===== src/rtl/scan_mux_n_to_1_pkg.sv =====
// Shared definitions for the scanning N:1 registered multiplexer:
// mode enum, default parameter values and a clog2 width helper.
package scan_mux_pkg;

  typedef enum logic [1:0] {
    ST_IDLE   = 2'd0,
    ST_MANUAL = 2'd1,
    ST_SCAN   = 2'd2
  } state_t;

  localparam int DEF_N_CH     = 4;
  localparam int DEF_WIDTH    = 8;
  localparam int DEF_SCAN_DIV = 4;

  // Bits needed to index 'value' items, never less than 1.
  function automatic int clog2_min1(input int value);
    int result;
    result = 1;
    for (int i = 1; i < 31; i++) begin
      if ((32'd1 << i) < 32'(value)) begin
        result = i + 1;
      end
    end
    return result;
  endfunction

endpackage


===== src/rtl/scan_mux_n_to_1_div_counter.sv =====
// Dwell divider for scan mode: counts 0..SCAN_DIV-1 while inc_en is high
// and pulses tc on the cycle whose edge completes a dwell period.
module scan_mux_div_counter
  import scan_mux_pkg::*;
#(
  parameter int SCAN_DIV = DEF_SCAN_DIV
) (
  input  logic clk,
  input  logic rst_n,
  input  logic clr,
  input  logic inc_en,
  output logic tc
);

  localparam int DIVW = clog2_min1(SCAN_DIV);
  localparam logic [DIVW-1:0] CNT_LAST = DIVW'(SCAN_DIV - 1);
  localparam logic [DIVW-1:0] CNT_ZERO = {DIVW{1'b0}};
  localparam logic [DIVW-1:0] CNT_ONE  = DIVW'(1);

  logic [DIVW-1:0] count_r;

  // Dwell counter: clear has priority, wraps to zero at the terminal count.
  always_ff @(posedge clk or negedge rst_n) begin
    if (!rst_n) begin
      count_r <= CNT_ZERO;
    end else if (clr) begin
      count_r <= CNT_ZERO;
    end else if (inc_en) begin
      if (count_r == CNT_LAST) begin
        count_r <= CNT_ZERO;
      end else begin
        count_r <= count_r + CNT_ONE;
      end
    end else begin
      count_r <= count_r;
    end
  end

  // A clear on the same edge suppresses the advance.
  assign tc = inc_en & ~clr & (count_r == CNT_LAST);

endmodule


===== src/rtl/scan_mux_n_to_1.sv =====
// Registered N-channel, WIDTH-bit multiplexer with enable, manual select
// and an auto-scan mode that rotates through every channel, SCAN_DIV
// cycles per channel.
// Build option: SCAN_MUX_HOLD_ON_DISABLE_EN -- when defined, a disabled
// block keeps its last out/out_valid instead of clearing them.
module scan_mux_n_to_1
  import scan_mux_pkg::*;
#(
  parameter  int N_CH     = DEF_N_CH,
  parameter  int WIDTH    = DEF_WIDTH,
  parameter  int SCAN_DIV = DEF_SCAN_DIV,
  localparam int SELW     = clog2_min1(N_CH)
) (
  input  logic                  clk,
  input  logic                  rst_n,
  input  logic [N_CH*WIDTH-1:0] in_bus,
  input  logic [SELW-1:0]       sel,
  input  logic                  en,
  input  logic                  scan,
  output logic [WIDTH-1:0]      out,
  output logic                  out_valid,
  output logic [SELW-1:0]       cur_ch
);

  // Channel table padded to a power of two so any sel value indexes safely.
  localparam int NSLOT = 1 << SELW;
  localparam logic [SELW-1:0]  CH_LAST  = SELW'(N_CH - 1);
  localparam logic [SELW-1:0]  CH_ZERO  = {SELW{1'b0}};
  localparam logic [SELW-1:0]  CH_ONE   = SELW'(1);
  localparam logic [WIDTH-1:0] DATA_ZERO = {WIDTH{1'b0}};

  logic [WIDTH-1:0] ch_s [NSLOT];

  state_t           state_r;
  state_t           state_next_s;
  logic [WIDTH-1:0] out_r;
  logic [WIDTH-1:0] out_next_s;
  logic             out_valid_r;
  logic             out_valid_next_s;
  logic [SELW-1:0]  cur_ch_r;
  logic [SELW-1:0]  cur_ch_next_s;
  logic             sel_ok_s;
  logic             div_clr_s;
  logic             div_inc_s;
  logic             div_tc_s;

  for (genvar k = 0; k < NSLOT; k++) begin : g_slot
    if (k < N_CH) begin : g_live
      assign ch_s[k] = in_bus[k*WIDTH +: WIDTH];
    end else begin : g_pad
      assign ch_s[k] = DATA_ZERO;
    end
  end

  assign sel_ok_s = (int'(sel) < N_CH);

  // Mode register.
  always_ff @(posedge clk or negedge rst_n) begin
    if (!rst_n) begin
      state_r <= ST_IDLE;
    end else begin
      state_r <= state_next_s;
    end
  end

  // Mode for the coming edge follows en/scan directly; disable wins.
  always_comb begin
    state_next_s = ST_IDLE;
    if (!en) begin
      state_next_s = ST_IDLE;
    end else if (scan) begin
      state_next_s = ST_SCAN;
    end else begin
      state_next_s = ST_MANUAL;
    end
  end

  // The divider only runs in scan; it is zeroed on the edge that leaves
  // scan, so it already sits at 0 whenever scan is (re)entered.
  assign div_inc_s = (state_next_s == ST_SCAN);
  assign div_clr_s = (state_r == ST_SCAN) && (state_next_s != ST_SCAN);

  scan_mux_div_counter #(
    .SCAN_DIV (SCAN_DIV)
  ) u_div (
    .clk    (clk),
    .rst_n  (rst_n),
    .clr    (div_clr_s),
    .inc_en (div_inc_s),
    .tc     (div_tc_s)
  );

  // Next output/channel values for the mode being entered at this edge.
  always_comb begin
    out_next_s       = out_r;
    out_valid_next_s = out_valid_r;
    cur_ch_next_s    = cur_ch_r;
    case (state_next_s)
      ST_MANUAL: begin
        if (sel_ok_s) begin
          out_next_s       = ch_s[sel];
          out_valid_next_s = 1'b1;
          cur_ch_next_s    = sel;
        end else begin
          out_next_s       = DATA_ZERO;
          out_valid_next_s = 1'b0;
          cur_ch_next_s    = cur_ch_r;
        end
      end
      ST_SCAN: begin
        // Data comes from the pre-edge channel, so out trails cur_ch by one.
        out_next_s       = ch_s[cur_ch_r];
        out_valid_next_s = 1'b1;
        if (div_tc_s) begin
          if (cur_ch_r == CH_LAST) begin
            cur_ch_next_s = CH_ZERO;
          end else begin
            cur_ch_next_s = cur_ch_r + CH_ONE;
          end
        end else begin
          cur_ch_next_s = cur_ch_r;
        end
      end
      ST_IDLE: begin
`ifdef SCAN_MUX_HOLD_ON_DISABLE_EN
        out_next_s       = out_r;
        out_valid_next_s = out_valid_r;
`else
        out_next_s       = DATA_ZERO;
        out_valid_next_s = 1'b0;
`endif
        cur_ch_next_s    = cur_ch_r;
      end
      default: begin
        out_next_s       = DATA_ZERO;
        out_valid_next_s = 1'b0;
        cur_ch_next_s    = cur_ch_r;
      end
    endcase
  end

  // Output register: the only path to the observation port, glitch-free.
  always_ff @(posedge clk or negedge rst_n) begin
    if (!rst_n) begin
      out_r       <= DATA_ZERO;
      out_valid_r <= 1'b0;
      cur_ch_r    <= CH_ZERO;
    end else begin
      out_r       <= out_next_s;
      out_valid_r <= out_valid_next_s;
      cur_ch_r    <= cur_ch_next_s;
    end
  end

  assign out       = out_r;
  assign out_valid = out_valid_r;
  assign cur_ch    = cur_ch_r;

endmodule


===== config.mk =====
export PLATFORM = sky130hd
export DESIGN_NAME = scan_mux_n_to_1
export DESIGN_NICKNAME = d
export VERILOG_FILES = /design/src/rtl/scan_mux_n_to_1_pkg.sv /design/src/rtl/scan_mux_n_to_1_div_counter.sv /design/src/rtl/scan_mux_n_to_1.sv
export SDC_FILE = /design/constraint.sdc
export NUM_CORES = 1
export LEC_CHECK = 0
export BUFFER_PORTS_ARGS = -buffer_cell sky130_fd_sc_hd__buf_4
export CORE_UTILIZATION = 45
export DETAILED_ROUTE_END_ITERATION = 8
export PLACE_DENSITY = 0.75
export SYNTH_ARGS = -nofsm -noshare
export SYNTH_HDL_FRONTEND = slang
export SYNTH_SLANG_ARGS = --single-unit

===== constraint.sdc =====
create_clock -name clk -period 1.4 [get_ports clk]
set_input_delay 0.14 -clock clk [delete_from_list [all_inputs] [get_ports clk]]
set_output_delay 0.14 -clock clk [all_outputs]
set_load 0.05 [all_outputs]

==> impl_metrics.csv, run 1 <==
group,metric,value,unit
sta,hold_viol,0,
drt,drcViolationCount,0,
sta,max_freq,727,MHz
pwr,p_comb_share,46.9,%
floorplanning,io_pins,49,
layout,area_growth,41.5,%
global_route,met2_usage,40.3,%
cts,clock-sinks,15,
drt,wl_per_cell,16.5,um
synth,syn_area,1030,um^2
setup_path,crit_fanout,4,
drt,firstDrtPassIters,4,
layout,nNetsFinal,158,
synth,synth_seq_cells,15,
global_route,gr-usage-met1,21.9,%
pwr,peakVddDrop,0.520,mV
sta,fin_crit_sh,98.2,%
layout,layout-drive-gt1-share,66.7,%
global_route,grt_antenna_before_repair,0,
cts,cts_made_buffers,3,
cts,clk_latency,0.27,ns
setup_path,crit_buf_inv,1,
global_route,met3_usage,3.40,%
pwr,seqPwrFrac,36.4,%
synth,syn_inst,64,
layout,antenna_cells,0,
placed_design,place_ws,-0.0843,ns
sta,slew_headroom,84.0,%
cts,cts.clk_slew.worst_paths,0.09,ns
setup_path,cp_cell_sequence,"buf_6 > mux4_2 > a22o_1",
pwr,swShare,34.3,%
pwr,switchingPower,497,uW
cts,cts_max_level,1,
global_route,grt_busiest_layer,"met2",
floorplanning,die-area,2490,um^2
synth,syn_avg_cell_area,16.1,um^2
global_route,grt_max_degree,16,
floorplanning,std_cell_rows,16,
worst_hold_path,min-delay-path-class,"input pin to asynchronous set/reset pin",
setup_path,end_kind,"register",
drt,first_iter_violations,13,
pwr,p_per_area,992,nW/um^2
drt,viasPerCell,5.64,
synth,yosysWarnings,0,
setup_path,worstSetupStartpointType,"register",
floorplanning,die_h,49.9,um
drt,via_count,812,
synth,syn-num-nets,104,
sta,fin_skew,0.00166,ns
pwr,power_leakage,0.000696,uW
floorplanning,start_util,50.0,%
sta,fin_crit,1.38,ns
floorplanning,die-width,49.9,um
setup_path,critical-path-top-delay-family,"multiplexers",
global_route,grt_overflow,0,
global_route,track_usage,20.8,%
pwr,clkPwrFrac,16.6,%
sta,worstMarginPinSlew,0.240,ns
global_route,grt_pass1_wl,3750,um
synth,synth_top_area_share,36.4,%
placed_design,dp_hpwl,1790,um
synth,ys_seq_area_share,36.4,%
floorplanning,coreArea,2060,um^2
sta,finalWorstSetupSlack,0.0248,ns
sta,setup_tns,0,ns
drt,drt_wl_total,2380,um
run,cap_violations,0,
drt,detail-route-antenna-nets,0,
pwr,internal_power,950,uW
setup_path,critical_path_class,"register to register",
status,status,"completed",
setup_path,cp.required,1.57,ns
synth,yosysTopAreaCell,"dfrtp_1",
sta,setup_viol,0,
global_route,first_global_vias,863,
sta,rsz0062_at_grt,"no",
synth,ys_types,18,
cts,cts-root-buf,"clkbuf_4",
sta,drv_slew,0,
synth,synthTopCellsByArea,"dfrtp_1 36%, mux4_2 28%, a22o_1 9.3%",
cts,cts_tree,"built",
placed_design,port_buffers,48,
placed_design,place_congestion,0.695,
setup_path,arrival,1.54,ns
setup_path,slowest_delay,0.50,ns
setup_path,slowest_stage,"mux4_2",
cts,clockBufferDepth,2,
[synth_stat cells]
master and n:
mux4_1 3, and2_2 1, a21oi_1 1, a22o_1 11, buf_6 2, nor2_1 1
nand3_1 1, o21ai_0 2, clkbuf_8 4, inv_1 3, ha_1 2, a22o_2 1
and4bb_2 1, and2b_2 1, clkbuf_1 1, mux4_2 13, a21o_1 1, dfrtp_1 15
[logic make-up after synthesis]
kind of cell	after synthesis	synth area share, %
fa+ha+maj	2	2.43
flops	15	36.4
simple gates	5	3.64
compound gates	16	12.5
buf+inv	10	8.98
mux	16	36.0
[registers in the layout (all words and copies together) (netlist names)]
signal and count:
cur_ch 2, state_r 2, out 8, out_valid 1, u_div.count_r 2
[cell usage in the layout (no fill, tap or decap)]
cell and n:
buf_6 2, nand3_1 1, a22o_1 11, buf_4 52, and2b_2 1, clkinv_2 1, dfrtp_1 13, and4bb_2 1
nor2_1 1, dlygate4sd3_1 2, a22o_2 1, and2_2 1, ha_1 1, dfrtp_2 2, a21o_1 1, a21oi_1 1
o21ai_0 2, mux4_2 13, inv_1 3, mux4_1 3, clkbuf_4 3, ha_4 1
[cell type report]
| class | instances | area (um^2) |
|---|---|---|
| Multi-Input combinational cell | 39 | 576 |
| Timing Repair Buffer | 56 | 433 |
| Clock buffer | 3 | 22.5 |
| Fill cell | 138 | 603 |
| Clock inverter | 1 | 5.00 |
| Tap cell | 27 | 33.8 |
| Sequential cell | 15 | 378 |
| Inverter | 3 | 11.3 |
[routing by layer]
metal | wire [um] | vias to the layer above
met5 | 0 | -
met4 | 17 | 0
met3 | 103 | 2
met2 | 1370 | 34
met1 | 890 | 402
li1 | - | 374
[worst register-to-register path, cell delays in order (launching register included)]
cell     delay (ns)
dfrtp_2        0.40
buf_6          0.14
mux4_2         0.50
a22o_1         0.23
[per-stage QoR]
stage	area, um^2	utilization (%)	hold slack (ns)	std cells	total power [uW]
finish	1460	70.8	0.246	144	1450
global route	1460	70.8	0.255	144	1520
floorplan	1040	-	-0.156	64	977
detailed placement	1370	66.4	0.00496	135	1170
CTS	1440	69.7	0.243	144	1440
global placement	1370	66.4	0.000182	135	1140
[repair_timing]
item	CTS	global route
endpoints found under the hold margin	16	0
setup endpoints to repair	9	4
buffers inserted	3	0
hold buffers	2	0
pin swaps	0	2
gates resized for setup	0	6
[final timing paths]
check | slack [ns] | to | cells after the start | startpoint
max | 0.02 | out[0] | 3 | cur_ch[0]
min reg2reg | 0.53 | u_div.count_r[1] | 1 | u_div.count_r[1]
max reg2reg | 0.02 | out[0] | 3 | cur_ch[0]
min | 0.25 | out[7] | 2 | rst_n
min in group clk | 0.25 | cur_ch[1] | 3 | scan
max in group asynchronous | 0.97 | cur_ch[1] | 2 | rst_n
[power by group through the flow]
stage                     sequential, uW  combinational (uW)  clock, uW
after floorplan                      668                 308          0
after global routing                 533                 726        263
after global placement               554                 590          0
final                                527                 679        241
after CTS                            521                 665        250
after detailed placement             557                 608          0
Power figures use the tool's default switching activity.
==> inputs of run 2 (changes only) <==
- CORE_UTILIZATION: 45 -> 49
- PLACE_DENSITY: 0.75 -> 0.81
- clock period: 1.4 -> 1.7 ns (I/O delays scaled with it)
==> impl_metrics.csv, run 2 (synthesized netlist as in run 1, its figures left out) <==
group,metric,value,unit
drt,detail-route-antenna-nets,0,
sta,worstMarginPinSlew,0.330,ns
setup_path,critical-path-top-delay-family,"flip-flops",
global_route,grt_pass1_wl,3290,um
layout,antenna_cells,0,
floorplanning,std_cell_rows,16,
floorplanning,die_h,47.9,um
placed_design,dp_hpwl,1760,um
cts,cts_tree,"built",
setup_path,cp_cell_sequence,"ha_1 > and4bb_2 > a21o_1 > a22o_2",
setup_path,slowest_stage,"dfrtp_2",
worst_hold_path,hold_end,"out_valid",
setup_path,arrival,1.67,ns
setup_path,cp.required,1.88,ns
floorplanning,io_pins,49,
layout,area_growth,34.7,%
global_route,grt_overflow,0,
floorplanning,start_util,52.6,%
global_route,track_usage,21.2,%
setup_path,r2r_slack,0.21,ns
placed_design,port_buffers,48,
pwr,p_per_area,818,nW/um^2
cts,clock-sinks,15,
sta,hold_viol,0,
pwr,power_leakage,0.000664,uW
setup_path,slowest_delay,0.58,ns
layout,design_area,1390,um^2
layout,largest_register_ffs,8,
sta,drv_slew,0,
pwr,peakVddDrop,0.516,mV
cts,cts.repair.resized,0,
drt,via_count,795,
drt,viasPerCell,5.76,
setup_path,r2r_end,"cur_ch[0]",
drt,firstDrtPassIters,4,
setup_path,reg2reg_depth,4,
cts,cts_made_buffers,3,
drt,wl_per_cell,16.1,um
global_route,grt_max_degree,16,
sta,fin_crit,1.49,ns
setup_path,crit_fanout,12,
sta,holdWs,0.0454,ns
run,cap_violations,0,
cts,cts.clk_slew.worst_paths,0.09,ns
sta,fin_crit_sh,87.8,%
setup_path,worstSetupStartpointType,"register",
setup_path,crit_buf_inv,0,
setup_path,end_kind,"register",
global_route,first_global_vias,776,
global_route,grt_antenna_before_repair,0,
placed_design,place_area,1350,um^2
floorplanning,die-width,47.9,um
placed_design,placed_cells,133,
cts,clockBufferDepth,2,
sta,setup_viol,0,
cts,clk_latency,0.28,ns
sta,max_freq,670,MHz
layout,mostFrequentLayoutCells,"49 x buf_4, 14 x dfrtp_1, 13 x mux4_2, 11 x a22o_1",
layout,layout-drive-gt1-share,63.1,%
drt,first_iter_violations,4,
sta,setup_tns,0,ns
sta,fin_skew,0.00926,ns
setup_path,critical_path_class,"register to register",
placed_design,place_congestion,0.674,
cts,cts-root-buf,"clkbuf_4",
worst_hold_path,min-delay-path-class,"input pin to register",
status,status,"completed",
worst_hold_path,hold_depth,1,
layout,final_common_cell,"buf_4",
drt,drt_wl_total,2220,um
setup_path,crit-reg2reg-launch,"cur_ch[0]",
worst_hold_path,hp-start,"en",
drt,drcViolationCount,0,
floorplanning,coreArea,1960,um^2
layout,instances_no_fill,138,
cts,cts_max_level,1,
layout,nNetsFinal,152,
floorplanning,die-area,2290,um^2
sta,rsz0062_at_grt,"no",
sta,slew_headroom,78.0,%
run 2: cell type report:
class,count,area [um^2]
Fill cell,155,573
Clock buffer,4,26.3
Sequential cell,15,377
Inverter,3,11.3
Timing Repair Buffer,50,378
Tap cell,27,33.8
Multi-Input combinational cell,39,563
run 2: layer usage:
layer	up-vias	GRT usage, %	share of wire, %
met4	0	7.78	0.77
met1	407	23.6	40
met5	-	0	0
met2	26	39.7	56
met3	2	4.15	3.5
li1	360	-	-
run 2: power by group:
part,switching (uW),internal [uW],total [uW]
sequential,51.7,404,456
combinational,229,254,483
clock,107,90.9,198
total,388,749,1140
run 2: worst max path at each step:
stage	from	to	slack, ns	depth (start not counted)
after floorplan	cur_ch[1]	cur_ch[0]	0.14	4
after global placement	cur_ch[0]	cur_ch[0]	0.25	4
after detailed placement	cur_ch[0]	cur_ch[0]	0.20	4
after CTS	cur_ch[0]	cur_ch[0]	0.19	4
after global routing	cur_ch[0]	cur_ch[0]	0.13	4
final	cur_ch[0]	cur_ch[0]	0.21	4
run 2: through the flow:
step	setup WS, ns	power, uW	utilization [%]
floorplan	0.137	799	-
global placement	0.247	928	68.9
detailed placement	0.200	945	68.9
CTS	0.191	1150	70.8
global route	0.132	1190	70.8
finish	0.207	1140	70.8
run 2: timing repair:
item | 4_1_cts | 5_1_grt
hold buffers | 1 | 0
endpoints found under the hold margin | 15 | 0
setup buffers | 0 | 0
run 2: worst reg2reg max path: stages, from the launching register on:
cell	delay (ns)
dfrtp_2	0.58
ha_1	0.20
and4bb_2	0.22
a21o_1	0.15
a22o_2	0.24
==> inputs of run 3 (changes only) <==
- ABC_AREA: default -> 1
- CORE_UTILIZATION: 49 -> 53
- PLACE_DENSITY: 0.81 -> 0.82
- clock period: 1.7 -> 1.91 ns (I/O delays scaled with it)
==> impl_metrics.csv, run 3 <==
group,metric,value,unit
synth,syn_inst,221,
drt,detail-route-antenna-nets,0,
setup_path,slowest_stage,"dfrtp_1",
run,cap_violations,0,
sta,max_freq,634,MHz
setup_path,arrival,1.39,ns
drt,wl_per_cell,10.7,um
worst_hold_path,min-delay-path-class,"input pin to register",
layout,final_common_cell,"nand2_1",
layout,n_fill_cell,222,
cts,cts_made_buffers,3,
setup_path,crit_top_cell,"buf_4",
global_route,track_usage,28.2,%
synth,synth_seq_cells,15,
cts,ctsHoldBuffers,1,
placed_design,dp_hpwl,2240,um
global_route,grt_antenna_before_repair,0,
drt,firstDrtPassIters,4,
setup_path,worstSetupStartpointType,"register",
floorplanning,io_pins,49,
floorplanning,die_h,51.5,um
placed_design,placed_cells,289,
synth,synthArstFlopShare,100,%
cts,cts_tree,"built",
status,status,"completed",
sta,worstMarginPinSlew,0.459,ns
synth,syn_area,1300,um^2
layout,design_area,1650,um^2
cts,postCtsSetupBuffers,0,
floorplanning,std_cell_rows,17,
layout,largest_register_ffs,8,
placed_design,place_area,1610,um^2
global_route,first_global_vias,1323,
sta,drv_slew,0,
pwr,peakVddDrop,0.689,mV
pwr,p_per_area,821,nW/um^2
placed_design,place_congestion,0.807,
floorplanning,die-width,51.5,um
synth,syn_avg_cell_area,5.87,um^2
cts,cts_max_level,1,
sta,hold_viol,0,
sta,fin_crit,1.58,ns
synth,yosysMostFrequentCell,"nand2_1",
cts,cts.repair.resized,0,
setup_path,slowest_delay,0.64,ns
setup_path,critical_path_class,"register to output port",
drt,first_iter_violations,23,
layout,area_growth,26.9,%
pwr,power_leakage,0.00106,uW
synth,ys_seq_area_share,29.0,%
setup_path,end_kind,"output port",
synth,yosys-top-cells-count,"109 x nand2_1, 38 x inv_1, 33 x nand3_1",
synth,yosysWarnings,0,
sta,fin_skew,0.00899,ns
synth,synthTopCellsByArea,"nand2_1 32%, dfrtp_1 29%, nand3_1 13%",
layout,instances_no_fill,294,
synth,yosysTopAreaCell,"nand2_1",
layout,seq_area,375,um^2
global_route,grt_pass1_wl,5620,um
drt,drcViolationCount,0,
setup_path,cp.required,1.72,ns
cts,clockBufferDepth,2,
synth,synth_top_area_share,31.6,%
synth,synth_edf_count,0,
setup_path,critical-path-top-delay-family,"flip-flops",
sta,slew_headroom,69.4,%
layout,nNetsFinal,307,
global_route,grt_overflow,0,
sta,setup_viol,0,
synth,ys_types,19,
sta,setup_tns,0,ns
drt,via_count,1427,
drt,viasPerCell,4.85,
layout,multi_input_area,658,um^2
synth,syn-num-nets,261,
layout,mostFrequentLayoutCells,"109 x nand2_1, 50 x buf_4, 38 x inv_1, 33 x nand3_1, 15 x dfrtp_1",
setup_path,crit_buf_inv,2,
floorplanning,die-area,2650,um^2
layout,layout-drive-gt1-share,22.6,%
synth,synthFlopType,"dfrtp_1",
cts,clk_latency,0.29,ns
sta,fin_crit_sh,82.6,%
setup_path,crit_fanout,13,
setup_path,cp_cell_sequence,"buf_4 > buf_4",
floorplanning,start_util,57.5,%
global_route,grt_max_degree,18,
layout,antenna_cells,0,
cts,cts-root-buf,"clkbuf_4",
drt,drt_wl_total,3160,um
floorplanning,coreArea,2250,um^2
sta,rsz0062_at_grt,"no",
placed_design,port_buffers,48,
cts,cts.clk_slew.worst_paths,0.10,ns
cts,clock-sinks,15,
run 3: cell types whose count changed in the layout (fill, tap and decap cells not counted), sizes merged, moves of 2 or more:
cell,delta
a22o,-12
inv,+39
nand2,+110
mux4,-16
nand3,+32
o21ai,+2
run 3: report_power, final:
| part | switching [uW] | internal (uW) |
|---|---|---|
| combinational | 461 | 266 |
| sequential | 55.8 | 379 |
| clock | 106 | 81.2 |
| total | 623 | 727 |
run 3: cell families after synthesis:
family,count (synthesis),synth area share [%]
AND/OR/NAND/NOR,145,45.8
buffers and inverters,52,20.3
flip-flops,15,29.0
AO/OA/AOI/OAI,7,3.09
adder cells (fa/ha/maj),2,1.93
run 3: layer usage:
layer / share of wire (%) / GRT usage (%) / routed length, um
met1: 44 / 36.7 / 1390
met2: 49 / 47.8 / 1540
met3: 6.5 / 5.65 / 206
met4: 0.67 / 5.86 / 21
met5: 0 / 0 / 0
run 3: cell type report:
| class | count | share of cell area [%] |
|---|---|---|
| repair buffers | 51 | 23.4 |
| clock buffers | 4 | 1.60 |
| flip-flops and latches | 15 | 22.8 |
| multi-input cells | 154 | 40.0 |
| well taps | 28 | 2.13 |
| inverters | 42 | 10.0 |
run 3: final timing paths:
kind	startpoint	end	slack (ns)	depth (start not counted)
max	cur_ch[0]	cur_ch[0]	0.33	2
min	en	out_valid	0.02	1
max reg2reg	cur_ch[0]	cur_ch[1]	0.62	3
min reg2reg	u_div.count_r[1]	u_div.count_r[1]	0.55	2
max in group asynchronous	rst_n	u_div.count_r[1]	1.44	2
min in group asynchronous	rst_n	out[6]	0.28	2
run 3: stage by stage:
stage | utilization (%) | setup WS [ns] | power, uW | hold WS [ns]
5_1_grt | 73.0 | 0.266 | 1470 | 0.0154
6_report | 73.0 | 0.332 | 1350 | 0.0248
3_3_place_gp | 71.4 | 0.678 | 1150 | 0.0577
3_5_place_dp | 71.4 | 0.626 | 1160 | 0.0596
2_1_floorplan | - | 0.573 | 987 | -0.105
4_1_cts | 73.0 | 0.341 | 1350 | 0.0170
